**src/rtl/count_packet_tx_pkg.sv**
```systemverilog
`timescale 1ns/1ps
`default_nettype none
// ============================================================================
//  Module      : freq_meter_pkg
//  Description : Shared types and constants for the frequency-meter result
//                path: packet framing constants, UART byte FSM state type and
//                the packet byte selector (header / count hi / count lo /
//                checksum).
//  Revision    : 1.0 - initial release
// ============================================================================
package freq_meter_pkg;

  localparam logic [7:0] PKT_HEADER = 8'hA5;
  localparam int         PKT_BYTES  = 4;

  typedef enum logic [1:0] {
    IDLE  = 2'd0,
    START = 2'd1,
    DATA  = 2'd2,
    STOP  = 2'd3
  } tx_state_t;

  // Byte idx of the packet carrying `value`. The checksum is derived straight
  // from the value, so it costs no extra pipeline stage.
  function automatic logic [7:0] pkt_byte(input logic [15:0] value,
                                          input logic [1:0]  idx);
    logic [7:0] b;
    case (idx)
      2'd0:    b = PKT_HEADER;
      2'd1:    b = value[15:8];
      2'd2:    b = value[7:0];
      default: b = PKT_HEADER ^ value[15:8] ^ value[7:0];
    endcase
    return b;
  endfunction

endpackage
`default_nettype wire

```
**src/rtl/count_packet_tx_if.sv**
```systemverilog
`timescale 1ns/1ps
`default_nettype none
// ============================================================================
//  Module      : count_packet_tx_if
//  Description : Bundle between the edge counter / host pin side and the
//                count packet transmitter.
//                  send_packet : one-cycle request strobe
//                  counter     : 16-bit count sampled with the strobe
//                  tx          : UART 8N1 line, idle high
//                  busy        : packet being shifted out
//                  dropped     : one-cycle pulse when a pending value is lost
//  Revision    : 1.0 - initial release
// ============================================================================
interface count_packet_tx_if;
  logic        send_packet;
  logic [15:0] counter;
  logic        tx;
  logic        busy;
  logic        dropped;

  // Master: the side that issues requests and watches the line.
  modport master (
    output send_packet,
    output counter,
    input  tx,
    input  busy,
    input  dropped
  );

  // Slave: the transmitter itself.
  modport slave (
    input  send_packet,
    input  counter,
    output tx,
    output busy,
    output dropped
  );
endinterface
`default_nettype wire

```
**src/rtl/count_packet_tx_uart_tx_byte.sv**
```systemverilog
`timescale 1ns/1ps
`default_nettype none
// ============================================================================
//  Module      : uart_tx_byte
//  Description : UART 8N1 byte serialiser. Owns the baud and bit counters.
//  Ports       : clk      - system clock
//                rst      - synchronous active-high reset
//                i_start  - load i_data and begin a byte (accepted in IDLE
//                           or in the last cycle of the stop bit)
//                i_data   - byte to send, LSB first
//                o_tx     - registered serial line, idle high
//                o_done   - high in the last cycle of the stop bit
//  Revision    : 1.0 - initial release
// ============================================================================
module uart_tx_byte
  import freq_meter_pkg::*;
#(
  parameter int CLK_DIV = 868
) (
  input  wire       clk,
  input  wire       rst,
  input  wire       i_start,
  input  wire [7:0] i_data,
  output logic      o_tx,
  output logic      o_done
);

  localparam int             BAUD_W    = (CLK_DIV > 1) ? $clog2(CLK_DIV) : 1;
  localparam logic [BAUD_W-1:0] BAUD_LAST = BAUD_W'(CLK_DIV - 1);

  tx_state_t         r_state;
  logic [BAUD_W-1:0] r_baud;
  logic [2:0]        r_bit;
  logic [7:0]        r_shift;
  logic              r_tx;
  logic              w_bit_end;

  assign w_bit_end = (r_baud == BAUD_LAST);
  assign o_done    = (r_state == STOP) && w_bit_end;
  assign o_tx      = r_tx;

  // The line value for the next bit is loaded on the same edge that ends the
  // current bit, so o_tx changes exactly on bit boundaries.
  always_ff @(posedge clk) begin
    if (rst) begin
      r_state <= IDLE;
      r_baud  <= '0;
      r_bit   <= 3'd0;
      r_shift <= 8'd0;
      r_tx    <= 1'b1;
    end else begin
      case (r_state)
        IDLE: begin
          r_baud <= '0;
          r_tx   <= 1'b1;
          if (i_start) begin
            r_shift <= i_data;
            r_tx    <= 1'b0;
            r_state <= START;
          end
        end

        START: begin
          if (w_bit_end) begin
            r_baud  <= '0;
            r_bit   <= 3'd0;
            r_tx    <= r_shift[0];
            r_shift <= {1'b0, r_shift[7:1]};
            r_state <= DATA;
          end else begin
            r_baud <= r_baud + 1'b1;
          end
        end

        DATA: begin
          if (w_bit_end) begin
            r_baud <= '0;
            if (r_bit == 3'd7) begin
              r_tx    <= 1'b1;
              r_state <= STOP;
            end else begin
              r_bit   <= r_bit + 3'd1;
              r_tx    <= r_shift[0];
              r_shift <= {1'b0, r_shift[7:1]};
            end
          end else begin
            r_baud <= r_baud + 1'b1;
          end
        end

        STOP: begin
          if (w_bit_end) begin
            r_baud <= '0;
            // A start in the final stop cycle chains the next byte with no
            // idle bit in between.
            if (i_start) begin
              r_shift <= i_data;
              r_tx    <= 1'b0;
              r_state <= START;
            end else begin
              r_state <= IDLE;
            end
          end else begin
            r_baud <= r_baud + 1'b1;
          end
        end

        default: begin
          r_state <= IDLE;
          r_tx    <= 1'b1;
        end
      endcase
    end
  end

endmodule
`default_nettype wire

```
**src/rtl/count_packet_tx.sv**
```systemverilog
`timescale 1ns/1ps
`default_nettype none
// ============================================================================
//  Module      : count_packet_tx
//  Description : Frequency-meter result transmitter. Snapshots the 16-bit
//                count on a send strobe and emits A5 / hi / lo / checksum as
//                four back-to-back UART 8N1 bytes. One result can wait in a
//                pending slot while a packet is in flight; overwriting it
//                pulses dropped.
//  Ports       : clk  - system clock
//                rst  - synchronous active-high reset
//                bus  - count_packet_tx_if.slave
//                       (send_packet, counter in; tx, busy, dropped out)
//  Revision    : 1.0 - initial release
// ============================================================================
module count_packet_tx
  import freq_meter_pkg::*;
#(
  parameter int CLK_DIV = 868
) (
  input  wire               clk,
  input  wire               rst,
  count_packet_tx_if.slave  bus
);

  logic [15:0] r_snap;
  logic [15:0] r_pend_val;
  logic        r_pend;
  logic        r_busy;
  logic        r_dropped;
  logic [1:0]  r_byte_idx;

  logic        w_done;
  logic        w_tx;
  logic        w_accept;
  logic        w_frame_end;
  logic        w_chain;
  logic        w_start;
  logic [1:0]  w_next_idx;
  logic [7:0]  w_byte;

  assign w_next_idx  = r_byte_idx + 2'd1;
  assign w_accept    = !r_busy && bus.send_packet;
  assign w_frame_end = w_done && (r_byte_idx == 2'(PKT_BYTES - 1));
  // A new frame follows directly when something is waiting or a strobe lands
  // exactly in the final stop cycle.
  assign w_chain     = w_frame_end && (r_pend || bus.send_packet);
  assign w_start     = w_accept || w_chain || (w_done && !w_frame_end);

  // Every frame opens with the fixed header, so the byte issued at frame
  // start never depends on the snapshot being loaded on that same edge.
  assign w_byte = (w_accept || w_chain) ? PKT_HEADER
                                        : pkt_byte(r_snap, w_next_idx);

  uart_tx_byte #(
    .CLK_DIV (CLK_DIV)
  ) u_uart_tx_byte (
    .clk     (clk),
    .rst     (rst),
    .i_start (w_start),
    .i_data  (w_byte),
    .o_tx    (w_tx),
    .o_done  (w_done)
  );

  always_ff @(posedge clk) begin
    if (rst) begin
      r_snap     <= 16'd0;
      r_pend_val <= 16'd0;
      r_pend     <= 1'b0;
      r_busy     <= 1'b0;
      r_dropped  <= 1'b0;
      r_byte_idx <= 2'd0;
    end else begin
      // Any strobe while busy lands in the pending slot (or, at frame end,
      // directly in the next frame); an already-full slot means a loss.
      r_dropped <= r_busy && bus.send_packet && r_pend;

      if (w_accept) begin
        r_snap     <= bus.counter;
        r_busy     <= 1'b1;
        r_byte_idx <= 2'd0;
      end else if (w_frame_end) begin
        r_byte_idx <= 2'd0;
        if (bus.send_packet) begin
          r_snap <= bus.counter;
          r_pend <= 1'b0;
        end else if (r_pend) begin
          r_snap <= r_pend_val;
          r_pend <= 1'b0;
        end else begin
          r_busy <= 1'b0;
        end
      end else begin
        if (w_done) begin
          r_byte_idx <= w_next_idx;
        end
        if (r_busy && bus.send_packet) begin
          r_pend     <= 1'b1;
          r_pend_val <= bus.counter;
        end
      end
    end
  end

  assign bus.tx      = w_tx;
  assign bus.busy    = r_busy;
  assign bus.dropped = r_dropped;

endmodule
`default_nettype wire

```
**src/flat_wrapper.sv**
```systemverilog
// flat-port wrapper written by rule: the top's interface ports become plain ports
module count_packet_tx_flat import freq_meter_pkg::*;
#(
  parameter int CLK_DIV = 868
)
  (clk, rst, bus_send_packet, bus_counter, bus_tx, bus_busy, bus_dropped);
  count_packet_tx_if bus_i ();
  input  wire clk;
  input  wire rst;
  input wire logic [$bits(bus_i.send_packet)-1:0] bus_send_packet;
  input wire logic [$bits(bus_i.counter)-1:0] bus_counter;
  output wire logic [$bits(bus_i.tx)-1:0] bus_tx;
  output wire logic [$bits(bus_i.busy)-1:0] bus_busy;
  output wire logic [$bits(bus_i.dropped)-1:0] bus_dropped;
  assign bus_i.send_packet = bus_send_packet;
  assign bus_i.counter = bus_counter;
  assign bus_tx = bus_i.tx;
  assign bus_busy = bus_i.busy;
  assign bus_dropped = bus_i.dropped;
  count_packet_tx #(.CLK_DIV(CLK_DIV)) u_core (.clk(clk), .rst(rst), .bus(bus_i));
endmodule
```
**config.mk**
```make
export PLATFORM = sky130hd
export DESIGN_NAME = count_packet_tx_flat
export DESIGN_NICKNAME = d
export VERILOG_FILES = /design/src/rtl/count_packet_tx_pkg.sv /design/src/rtl/count_packet_tx_if.sv /design/src/rtl/count_packet_tx_uart_tx_byte.sv /design/src/rtl/count_packet_tx.sv /design/src/flat_wrapper.sv
export SDC_FILE = /design/constraint.sdc
export NUM_CORES = 1
export LEC_CHECK = 0
export CAP_MARGIN = 20
export CORE_MARGIN = 5
export CORE_UTILIZATION = 56
export DETAILED_ROUTE_END_ITERATION = 8
export PLACE_DENSITY = 0.75
export SYNTH_ARGS = -nofsm -noshare
export SYNTH_HDL_FRONTEND = slang
export SYNTH_SLANG_ARGS = --single-unit
```
**constraint.sdc**
```tcl
create_clock -name clk -period 2.3 [get_ports clk]
set_input_delay 0.23 -clock clk [delete_from_list [all_inputs] [get_ports clk]]
set_output_delay 0.23 -clock clk [all_outputs]
set_load 0.01 [all_outputs]
```
==> flow_metrics.env, run 1 <==
export IMPL_die_area_um2=7470
export IMPL_crit_arrival_ns=2.30
export IMPL_place_inst=433
export IMPL_drtIter0Drc=208
export IMPL_ir_drop_uv=530
export IMPL_synth_seq_cells=61
export IMPL_dieHeight_um=86.4
export IMPL_cts_path_max_buffers=2
export IMPL_drive_gt1_frac=0.127
export IMPL_clk_latency_ns=0.34
export IMPL_finalCriticalPeriod_ns=2.06
export IMPL_drc=0
export IMPL_yosys_top_cells_count="dfxtp_1, nor2_1, mux2i_1, a21oi_1, o21ai_0"
export IMPL_vias=2549
export IMPL_async_flop_share=0
export IMPL_maxCapViolCount=0
export IMPL_place_gp_congestion=0.898
export IMPL_yosysWarnings=0
export IMPL_timing_final_crit_share=0.897
export IMPL_die_w_um=86.4
export IMPL_p_total_mw=3.05
export IMPL_yosysMostFrequentCell="dfxtp_1"
export IMPL_n_antenna_cell=0
export IMPL_coreArea_um2=5610
export IMPL_reg2regPathDepth=8
export IMPL_dr_pass1_iters=5
export IMPL_whs_endpoint="u_core.r_pend_val[11]$_SDFFE_PP0P_"
export IMPL_grt_pass1_wl_um=11500
export IMPL_r2r_slack_ns=0.24
export IMPL_setup_violations=0
export IMPL_crit_required_ns=2.54
export IMPL_cts_sinks=61
export IMPL_final_max_slew_viol_count=0
export IMPL_hold_class="input port to flop"
export IMPL_cts_hold_buffers=0
export IMPL_gr_total_overflow=0
export IMPL_final_setup_tns_ns=0
export IMPL_min_path_cells=2
export IMPL_path_clk_slew_ns=0.07
export IMPL_finClkSkew_ns=0.00796
export IMPL_syn_area_um2=3270
export IMPL_crit_type="flop to flop"
export IMPL_critPathMaxFanout=7
export IMPL_start_util=0.583
export IMPL_finalHoldViolCount=0
export IMPL_start_kind="flop"
export IMPL_numCtsBuffers=9
export IMPL_pin_count=22
export IMPL_final_util=0.652
export IMPL_synth_area_per_cell_um2=9.27
export IMPL_reg2reg_to="u_core.u_uart_tx_byte.r_shift[0]$_SDFFE_PP0P_"
export IMPL_antenna_found_initial=0
export IMPL_status="completed"
export IMPL_power_density_nw_per_um2=835
export IMPL_rsz0062_at_grt="no"
export IMPL_slew_headroom=0.640
export IMPL_netlist_instances=353
export IMPL_yosys_area_top_type="dfxtp_1"
export IMPL_final_nets=404
export IMPL_seq_area_frac_synth=0.373
export IMPL_grt_usage=0.191
export IMPL_fillers=511
export IMPL_synth_cell_types=51
export IMPL_multi_input_area_um2=1850
export IMPL_cts_tree="done"
export IMPL_wirelength_um=6470
export IMPL_cts_root_buf="clkbuf_8"
export IMPL_portBuffers=21
export IMPL_fin_cells=449
export IMPL_hp_start="rst"
export IMPL_via_per_inst=5.68
export IMPL_grt_pass1_vias=2493
export IMPL_yosys_top_cells_area="dfxtp_1, mux2i_1, nor2_1, a211oi_2, ha_1"
export IMPL_dp_hpwl_um=4610
export IMPL_ant_nets=0
export IMPL_area_delta_synth_final_pct=11.7
export IMPL_synth_top_area_frac=0.373
export IMPL_rows=27
export IMPL_power_leakage_nw=1.40
export IMPL_wire_per_inst_um=14.4
export IMPL_ys_flop_type="dfxtp_1"
export IMPL_h_tree_depth=3
export IMPL_critPathCaptureType="flop"
export IMPL_syn_nets=385
export IMPL_ff_latch_area_um2=1220
export IMPL_synth_edf_count=0
export IMPL_worst_pin_slew_ns=0.540
export IMPL_reg2reg_from="u_core.u_uart_tx_byte.r_state[0]$_SDFFE_PP0P_"
export IMPL_grt_max_degree=26
export IMPL_max_freq_mhz=485
==> worst max-delay path by stage <==
stage / startpoint / end / slack [ns]
floorplan: u_core.u_uart_tx_byte.r_state[0]$_SDFFE_PP0P_ / u_core.u_uart_tx_byte.r_shift[0]$_SDFFE_PP0P_ / 0.42
global placement: bus_send_packet / u_core.u_uart_tx_byte.r_shift[6]$_SDFFE_PP0P_ / 0.24
detailed placement: bus_send_packet / u_core.u_uart_tx_byte.r_shift[3]$_SDFFE_PP0P_ / 0.19
CTS: u_core.u_uart_tx_byte.r_baud[0]$_SDFF_PP0_ / u_core.u_uart_tx_byte.r_shift[6]$_SDFFE_PP0P_ / 0.17
global route: u_core.u_uart_tx_byte.r_baud[0]$_SDFF_PP0_ / u_core.u_uart_tx_byte.r_state[0]$_SDFFE_PP0P_ / 0.02
finish: u_core.u_uart_tx_byte.r_state[0]$_SDFFE_PP0P_ / u_core.u_uart_tx_byte.r_shift[0]$_SDFFE_PP0P_ / 0.24
==> report_power, final <==
| group | switching [mW] | internal [mW] |
|---|---|---|
| logic | 0.508 | 0.352 |
| registers | 0.0765 | 1.17 |
| clock network | 0.443 | 0.502 |
==> cell families after synthesis <==
| logic type | count (synthesis) | share of synthesized area |
|---|---|---|
| AOI/OAI and AO/OA | 87 | 0.197 |
| xor gates and xnor gates | 8 | 0.0214 |
| adders and majority gates | 13 | 0.0497 |
| buffers and inverters | 30 | 0.0635 |
| DFF | 61 | 0.373 |
| muxes | 33 | 0.101 |
| and+or+nand+nor | 121 | 0.194 |
==> sequential cells by signal (all words and copies together), names as in the netlist <==
signal / count
u_core.r_snap: 16
u_core.u_uart_tx_byte.r_state: 2
u_core.r_byte_idx: 2
u_core.u_uart_tx_byte.r_bit: 3
u_core.u_uart_tx_byte.r_shift: 8
u_core.bus.busy: 1
u_core.r_pend_val: 16
u_core.r_pend: 1
u_core.u_uart_tx_byte.r_baud: 10
u_core.bus.dropped: 1
u_core.u_uart_tx_byte.o_tx: 1
==> timing repair <==
item                       4_1_cts  5_1_grt
gates resized for setup          0        1
setup endpoints to repair        0        5
setup buffers                    0        0
hold endpoints to repair         0        0
==> worst max-delay path: stages (launching register included) <==
cell	delay, ns
dfxtp_1	0.36
inv_1	0.11
ha_1	0.29
nor3_1	0.40
a41oi_1	0.16
nor4_1	0.22
buf_4	0.17
nand4_1	0.09
o2111a_1	0.17
==> metrics by stage <==
step	setup slack, ns	hold slack [ns]	cell area, um2
2_1_floorplan	0.417	0.377	3270
3_3_place_gp	0.237	0.444	3450
3_5_place_dp	0.187	0.460	3450
4_1_cts	0.171	0.346	3650
5_1_grt	0.0248	0.353	3650
6_report	0.237	0.351	3650
==> placed cells by master (no fill, tap or decap), types with 2 or more instances in the layout <==
master           instances
dfxtp_1                 61
nor2_1                  60
mux2i_1                 33
a21oi_1                 22
clkdlybuf4s50_1         20
o21ai_0                 17
a211oi_2                14
nand2_1                 13
ha_1                    13
inv_1                   10
nor2b_1                 10
a211oi_1                 9
clkbuf_8                 9
nand3_1                  8
buf_4                    7
and2_1                   5
xnor2_1                  5
nor3_1                   4
or3_1                    4
a21o_1                   4
nand4_1                  4
xor2_1                   3
o2111a_1                 3
a22oi_1                  3
clkinv_4                 3
o211ai_1                 2
nor4_4                   2
a41oi_1                  2
clkinvlp_4               2
==> layer usage <==
metal | global-route usage | up-vias | share of wire
met1 | 0.242 | 1189 | 0.48
met4 | 0.0567 | 0 | 0.0091
met3 | 0.0637 | 6 | 0.050
met5 | 0 | - | 0
li1 | - | 1305 | -
met2 | 0.308 | 49 | 0.46
==> cell type report <==
class	instances	area share
Inverter	10	0.0103
Multi-Input combinational cell	262	0.506
Clock inverter	7	0.0209
Sequential cell	61	0.334
Clock buffer	9	0.0339
Timing Repair Buffer	28	0.0705
Tap cell	72	0.0246
(Power assumes the default switching activity.)
==> run 2: changes to the inputs <==
--- a/config.mk
+++ b/config.mk
@@ -5,6 +5,7 @@
 export SDC_FILE = /design/constraint.sdc
 export NUM_CORES = 1
 export LEC_CHECK = 0
+export ABC_CLOCK_PERIOD_IN_PS = 2300
 export CAP_MARGIN = 20
 export CORE_MARGIN = 5
 export CORE_UTILIZATION = 56
==> results of run 2 <==
No change in the layout: final DEF, timing and power equal those of run 1.
==> run 3: changes to the inputs <==
--- a/config.mk
+++ b/config.mk
@@ -10,7 +10,7 @@
 export CORE_MARGIN = 5
 export CORE_UTILIZATION = 56
 export DETAILED_ROUTE_END_ITERATION = 8
-export PLACE_DENSITY = 0.75
+export PLACE_DENSITY_LB_ADDON = 0.2
 export SYNTH_ARGS = -nofsm -noshare
 export SYNTH_HDL_FRONTEND = slang
 export SYNTH_SLANG_ARGS = --single-unit
==> run 3 against run 2 <==
Clock-buffer cell count grew 4. Sequential share of layout area shrank 0.28 points. Sequential cell count is the same. Non-clock buffer count grew 3. Via count grew 0.71%. Fmax is essentially flat. Design area grew 0.86%. Power grew 0.13%. Combinational power grew 7.1%. Utilization grew 0.56 points. Worst setup slack lost 0.00052 ns. Largest cell class unchanged.
==> flow_metrics.env, run 3 (synthesis gave the netlist of run 1 again) <==
export IMPL_cts_sinks=61
export IMPL_hold_class="input port to flop"
export IMPL_critPathBufInv=1
export IMPL_critPathCaptureType="flop"
export IMPL_fin_cells=450
export IMPL_cp_cell_sequence="inv_1 > ha_1 > nor2b_1 > o21ai_0 > a211oi_1 > o22ai_1 > a211oi_1"
export IMPL_pin_count=22
export IMPL_hp_start="rst"
export IMPL_grt_pass1_vias=2413
export IMPL_p_total_mw=3.06
export IMPL_place_inst=436
export IMPL_crit_type="flop to flop"
export IMPL_numCtsBuffers=9
export IMPL_area_delta_synth_final_pct=12.7
export IMPL_slew_headroom=0.668
export IMPL_pre_cts_ws_ns=0.250
export IMPL_clk_latency_ns=0.34
export IMPL_cts_hold_buffers=0
export IMPL_critical_path_startpoint="u_core.r_byte_idx[0]$_SDFFE_PP0P_"
export IMPL_h_tree_depth=3
export IMPL_critPathMaxFanout=8
export IMPL_finalCriticalPeriod_ns=2.06
export IMPL_final_nets=407
export IMPL_worst_pin_slew_ns=0.497
export IMPL_maxCapViolCount=0
export IMPL_cts_tree="done"
export IMPL_fillers=479
export IMPL_setup_violations=0
export IMPL_final_util=0.657
export IMPL_dp_hpwl_um=4540
export IMPL_drive_gt1_frac=0.130
export IMPL_final_setup_tns_ns=0
export IMPL_vias=2567
export IMPL_cpLargestDelayFamily="compound AO/OA/AOI/OAI gates"
export IMPL_drc=0
export IMPL_rows=27
export IMPL_wirelength_um=6450
export IMPL_crit_top_cell="a211oi_1"
export IMPL_final_cell_mix="dfxtp_1, nor2_1, mux2i_1"
export IMPL_cts_setup_buffers=0
export IMPL_gr_total_overflow=0
export IMPL_reg2reg_from="u_core.r_byte_idx[0]$_SDFFE_PP0P_"
export IMPL_n_antenna_cell=0
export IMPL_place_gp_congestion=0.888
export IMPL_path_clk_slew_ns=0.06
export IMPL_rsz0062_at_grt="no"
export IMPL_ir_drop_uv=504
export IMPL_die_area_um2=7470
export IMPL_slowest_delay_ns=0.42
export IMPL_ant_nets=0
export IMPL_dr_pass1_iters=4
export IMPL_coreArea_um2=5610
export IMPL_dieHeight_um=86.4
export IMPL_crit_required_ns=2.55
export IMPL_finalHoldViolCount=0
export IMPL_wire_per_inst_um=14.3
export IMPL_cts_path_max_buffers=2
export IMPL_via_per_inst=5.70
export IMPL_drtIter0Drc=146
export IMPL_cts_root_buf="clkbuf_8"
export IMPL_start_kind="flop"
export IMPL_finClkSkew_ns=0.00739
export IMPL_layout_commonest_cell="dfxtp_1"
export IMPL_max_freq_mhz=485
export IMPL_grt_usage=0.186
export IMPL_power_leakage_nw=1.43
export IMPL_status="completed"
export IMPL_timing_final_crit_share=0.897
export IMPL_grt_max_degree=34
export IMPL_cp_slowest_cell="dfxtp_1"
export IMPL_crit_arrival_ns=2.31
export IMPL_antenna_found_initial=0
export IMPL_final_max_slew_viol_count=0
export IMPL_start_util=0.583
export IMPL_power_density_nw_per_um2=829
export IMPL_post_cts_resized=0
export IMPL_top_regs="u_core.r_pend_val x16, u_core.r_snap x16, u_core.u_uart_tx_byte.r_baud x10"
export IMPL_portBuffers=21
export IMPL_finalWorstSetupSlack_ns=0.236
export IMPL_grt_pass1_wl_um=11100
export IMPL_die_w_um=86.4
[run 3: path summary, 6_finish.rpt]
path,end,slack (ns),depth (start not counted)
min,u_core.u_uart_tx_byte.r_bit[0]$_SDFFE_PP0P_,0.27,2
max,u_core.u_uart_tx_byte.r_shift[6]$_SDFFE_PP0P_,0.24,7
min reg2reg,u_core.u_uart_tx_byte.r_bit[1]$_SDFFE_PP0P_,0.46,2
max reg2reg,u_core.u_uart_tx_byte.r_shift[6]$_SDFFE_PP0P_,0.24,7
[run 3: routing by layer]
metal / routed length (um) / global-route usage / up-vias
met5: 0 / 0 / -
met4: 124 / 0.0963 / 0
met3: 287 / 0.0380 / 14
met2: 2890 / 0.277 / 50
met1: 3150 / 0.252 / 1194
li1: - / - / 1309
[run 3: stage by stage]
step                hold WS (ns)  instance area, um2
floorplan                  0.377                3270
CTS                        0.275                3690
global placement           0.442                3500
detailed placement         0.453                3500
finish                     0.271                3690
global route               0.284                3690
[run 3: cell type report]
class	count	area (um2)	share of cell area
tap	72	90.1	0.0244
sequential	61	1220	0.331
inverter	10	37.5	0.0102
multi-input combinational	262	1850	0.501
clock buffer	13	179	0.0485
clock inverter	1	5.00	0.00136
timing repair buffer	31	305	0.0828
[run 3: power by group]
group          internal (mW)  leakage (nW)  switching (mW)
Clock                  0.495        0.0974           0.390
Combinational          0.398         0.829           0.523
Sequential              1.17         0.499          0.0786
Total                   2.06          1.43           0.991
